--- config.mk ---
export PLATFORM = sky130hd
export DESIGN_NAME = bounce_gen
export DESIGN_NICKNAME = d
export VERILOG_FILES = /design/src/rtl/bounce_gen.sv
export SDC_FILE = /design/constraint.sdc
export NUM_CORES = 1
export LEC_CHECK = 0
export BUFFER_PORTS_ARGS = -buffer_cell sky130_fd_sc_hd__buf_2
export CORE_MARGIN = 2
export CORE_UTILIZATION = 55
export CTS_BUF_LIST = sky130_fd_sc_hd__clkbuf_8
export CTS_CLUSTER_SIZE = 14
export DETAILED_ROUTE_END_ITERATION = 16
export PLACE_DENSITY = 0.72
export SYNTH_ARGS = -nofsm -noshare
export SYNTH_HDL_FRONTEND = slang
export SYNTH_SLANG_ARGS = --single-unit
--- constraint.sdc ---
create_clock -name clk_in -period 2.3 [get_ports clk_in]
set_input_delay 0.46 -clock clk_in [delete_from_list [all_inputs] [get_ports clk_in]]
set_output_delay 0.46 -clock clk_in [all_outputs]
set_load 0.05 [all_outputs]
--- src/rtl/bounce_gen.sv ---
// Switch-bounce emulator: turns a clean level into a contact-bouncy one for debouncer tests.
// Define BOUNCE_GEN_FIXED_EN for periodic, fully deterministic glitch spacing.
module bounce_gen #(
  parameter int unsigned BOUNCE_CYCLES = 500000,
  parameter int unsigned CNT_W         = 20,
  parameter int unsigned MIN_HOLD      = 16,
  parameter int unsigned HOLD_W        = 6,
  parameter logic [15:0] LFSR_SEED     = 16'hACE1
) (
  input  logic       clk_in,
  input  logic       rst_in,
  input  logic       clean_in,
  output logic       bouncey_out,
  output logic       busy_out,
  output logic [7:0] toggle_count_out
);

  localparam int unsigned HOLD_MAX = MIN_HOLD - 1 + (1 << HOLD_W) - 1;
  localparam int unsigned HCW      = (HOLD_MAX < 2) ? 1 : $clog2(HOLD_MAX + 1);
  localparam logic [15:0] SEED     = (LFSR_SEED == 16'h0000) ? 16'h0001 : LFSR_SEED;
  // Galois taps for x^16+x^14+x^13+x^11+1, right-shifting form
  localparam logic [15:0] TAPS     = 16'hB400;

  typedef enum logic {IDLE, BOUNCE} state_t;

  state_t            state;
  logic              level;
  logic [15:0]       lfsr;
  logic [CNT_W-1:0]  window;
  logic [HCW-1:0]    hold;
  logic [HCW-1:0]    hold_reload;
  logic [HOLD_W-1:0] hold_ext;

  always_comb begin
`ifdef BOUNCE_GEN_FIXED_EN
    hold_ext = '0;
`else
    hold_ext = lfsr[HOLD_W-1:0];
`endif
    hold_reload = HCW'(MIN_HOLD - 1) + HCW'(hold_ext);
  end

  always_ff @(posedge clk_in or negedge rst_in) begin
    if (!rst_in) begin
      lfsr <= SEED;
    end else begin
      lfsr <= {1'b0, lfsr[15:1]} ^ (lfsr[0] ? TAPS : '0);
    end
  end

  // A level change restarts the window from either state, so it is tested first.
  always_ff @(posedge clk_in or negedge rst_in) begin
    if (!rst_in) begin
      state            <= IDLE;
      level            <= 1'b0;
      bouncey_out      <= 1'b0;
      busy_out         <= 1'b0;
      toggle_count_out <= '0;
      window           <= '0;
      hold             <= '0;
    end else if (clean_in != level) begin
      state            <= BOUNCE;
      level            <= clean_in;
      bouncey_out      <= clean_in;
      busy_out         <= 1'b1;
      toggle_count_out <= '0;
      window           <= CNT_W'(BOUNCE_CYCLES - 1);
      hold             <= hold_reload;
    end else if (state == BOUNCE) begin
      if (window == '0) begin
        state       <= IDLE;
        bouncey_out <= level;
        busy_out    <= 1'b0;
      end else begin
        window <= window - CNT_W'(1);
        if (hold == '0) begin
          bouncey_out <= ~bouncey_out;
          hold        <= hold_reload;
          if (toggle_count_out != 8'hFF) begin
            toggle_count_out <= toggle_count_out + 8'd1;
          end
        end else begin
          hold <= hold - HCW'(1);
        end
      end
    end
  end

endmodule
==> metrics.csv <==
stage;metric;value;unit
worst_setup_path;R2R setup slack;0.10;ns
yosys;Mapped Area;0.002769;mm^2
worst_setup_path;Setup crit start;window[14];
yosys;mux share of post-synthesis cell area;0.01085;
pwr;P_sw;0.5104;mW
grt;initial antenna violation count;0;
layout;ANT cells;0;
route;WL/cell;15.26;um
placement;HPWL after DPL;3933;um
yosys;EDFF count, synth;0;
floorplan;Placement Rows;25;
placement;routability congestion estimate;0.8413;
worst_setup_path;CP startpoint kind;flop;
grt;vias in the first global route;1952;
yosys;top cells by area, synth;dfrtp_1, dfstp_2, xor2_1, o21ai_0, nand2_1;
yosys;area leader, netlist;dfrtp_1;
worst_setup_path;CP required;2.45;ns
yosys;Synth Instances;276;
sta;Slew Viols, Final;0;
yosys;Syn Area/Cell;10.03;um^2
sta;Worst Slack Setup Final;0.1021;ns
floorplan;area of the core;0.004786;mm^2
yosys;share of flip-flops with an asynchronous set or reset;1.000;
grt;largest net degree at the start of global routing;32;
clock_network;Max H-tree Level;2;
pwr;Peak supply drop;0.4398;mV
yosys;post-synth top area share;0.4248;
yosys;xor/xnor share of the synthesized area;0.06010;
placement;dpl ws;0.05366;ns
grt;total grt overflow;0;
route;DRT iter0 DRCs;154;
yosys;simple-gate share of the synthesized area;0.2155;
outcome;outcome;finished, final reports clean;
route;drt total wl;5647;um
sta;FMAX;455.0;MHz
worst_setup_path;Worst path most repeated cell;or4_4;
route;Met3 Wirelength;260;um
clock_network;clock sinks;55;
route;vias per cell;5.819;
sta;Setup TNS Final;0;ns
pwr;switching share of power;0.2793;
worst_setup_path;cell at the slowest stage of the critical path;or4_4;
pwr;Logic pwr share;0.121;
layout;P&R area growth vs syn;13.24;%
yosys;largest family of logic cells by synthesized area;simple AND/OR/NAND/NOR gates;
yosys;ys flop type;dfrtp_1;
floorplan;Initial Util;0.5786;
floorplan;Die Y;74.96;um
clock_network;cts hold-fix bufs;0;
worst_setup_path;Max FO, Critical Path;7;
yosys;#FFs+latches synth;55;
pwr;P_int;1.317;mW
yosys;Synthesis Warnings;0;
sta;Hold WS;0.1307;ns
yosys;Seq/Total Area, Yosys;0.5007;
route;met2 routed WL;2486;um
clock_network;CTS buffer count;5;
min_path;type of the most critical hold path;in2async;
pwr;Pwr per Cell Area;582.8;mW/mm^2
route;DRC violations left;0;
yosys;Synth Area in Adders;0.02711;
yosys;Synth Area in Compound Gates;0.1532;
route;M1 wire length;2823;um
pwr;clock power share;0.308;
sta;final worst path period need;2.198;ns
floorplan;DIE WIDTH;74.96;um
sta;RSZ-0062 raised after global routing;no;
clock_network;Reg clk slew, reported paths;0.10;ns
layout;fillcell total;402;
pwr;Leak Pwr;1.300;nW
placement;IO buf count;12;
sta;clk_skew;0.008595;ns
pwr;overall power;1.828;mW
grt;global-route usage over all layers;0.2224;
layout;fin nets;311;
floorplan;die footprint;0.005618;mm^2
route;ANT nets after route;0;
clock_network;clk buf depth;2;
sta;Max-slew headroom;0.1812;
worst_setup_path;RR Startpoint;window[14];
layout;commonest non-fill, non-tap cell in the layout;dfrtp_1;
route;via count;2153;
run;# Max-Cap Violations;0;
sta;# setup viols final;0;
pwr;sequential share of power;0.571;
worst_setup_path;Worst Path Arrival;2.35;ns
clock_network;Clk Latency, worst-skew pair;0.31;ns
sta;Worst-Margin Slew;1.222;ns
worst_setup_path;CP peak stage delay;0.53;ns
sta;Final Cycle Share;0.9556;
layout;most frequent cells in the layout;dfrtp_1, nand2_1, nor2_1, o21ai_0;
clock_network;CTS tree;built;
worst_setup_path;cell chain of the critical path;or4_4 -> or4_4 -> buf_4 -> o211ai_1 -> xor2_1 -> nand2_1;
layout;Layout Utilization;0.6552;
floorplan;# IOs;13;
route;Pre-antenna DRT Iters;4;
route;highest metal used;met4;
sta;Fin. Hold Viols;0;
layout;share of cells above drive strength 1;0.1947;
yosys;count of different cell masters after synthesis;48;
worst_setup_path;Crit. End Element;flop;
clock_network;Root Buffer;clkbuf_8;
worst_setup_path;Setup CP Type;reg2reg;
grt;global-route wire length before repair;9480;um
clock_network;post-CTS resize count;0;
yosys;synthesized net count;285;
clock_network;postcts setup bufs;0;
## Yosys cell counts (all sizes together) (8+ instances only)
| master | number |
|---|---|
| a21oi | 17 |
| nor3 | 8 |
| nand3 | 9 |
| o21ai | 22 |
| xor2 | 13 |
| inv | 10 |
| dfrtp | 47 |
| nor2 | 21 |
| or3 | 12 |
| dfstp | 8 |
| nand2 | 24 |
| clkbuf | 9 |
## stage by stage
stage	instance area, um^2	cells
after global routing	3136	370
after CTS	3118	370
after detailed placement	3023	362
after global placement	3023	362
final	3136	370
after floorplan	2769	276
## sequential cells by signal, indices dropped and copies added (netlist names)
| name | count |
|---|---|
| lfsr | 16 |
| toggle_count_out | 8 |
| state | 1 |
| busy_out | 1 |
| hold | 7 |
| window | 20 |
| bouncey_out | 1 |
| level | 1 |
## worst max-delay path, delay by kind of cell (launching register included)
kind,cells,cell delay (ns)
simple gates,3,1.11
flops,1,0.39
xor+xnor,1,0.16
buf+inv,1,0.20
compound gates,1,0.18
## area by class of cell
class                      count  area (um^2)  share of cell area
sequential                    55         1386              0.4421
multi-input combinational    200         1325              0.4226
timing repair buffer          30        207.7             0.06624
tap                           67        83.83             0.02674
clock buffer                   5        68.82             0.02195
inverter                      10        37.54             0.01197
clock inverter                 3        26.28            0.008380
## power by group through the flow
| stage | combinational, mW | clock, mW | sequential [mW] |
|---|---|---|---|
| 2_1_floorplan | 0.148 | 0 | 1.06 |
| 3_3_place_gp | 0.218 | 0 | 1.06 |
| 3_5_place_dp | 0.224 | 0 | 1.06 |
| 4_1_cts | 0.223 | 0.573 | 1.04 |
| 5_1_grt | 0.253 | 0.613 | 1.05 |
| 6_report | 0.221 | 0.562 | 1.04 |
## kinds of logic (layout without fill, tap and decap cells)
logic type | Yosys count | after routing
AOI/OAI and AO/OA | 64 | 64
buffers and inverters | 21 | 48
adders and majority gates | 6 | 6
DFF | 55 | 55
muxes | 3 | 3
and+or+nand+nor | 108 | 108
xor gates and xnor gates | 19 | 19
## worst paths after layout
path / end / cells past startpoint
min in group clk_in: level / 1
max reg2reg: window[3] / 6
max in group asynchronous: lfsr[10] / 2
min reg2reg: lfsr[6] / 0
min: toggle_count_out[4] / 1
max: window[3] / 6
## routing by layer
| layer | vias up | track usage |
|---|---|---|
| met5 | - | 0 |
| met4 | 0 | 0.07143 |
| met3 | 8 | 0.04685 |
| met2 | 51 | 0.3226 |
| met1 | 1042 | 0.3339 |
| li1 | 1052 | - |
Power figures use the tool's default switching activity.
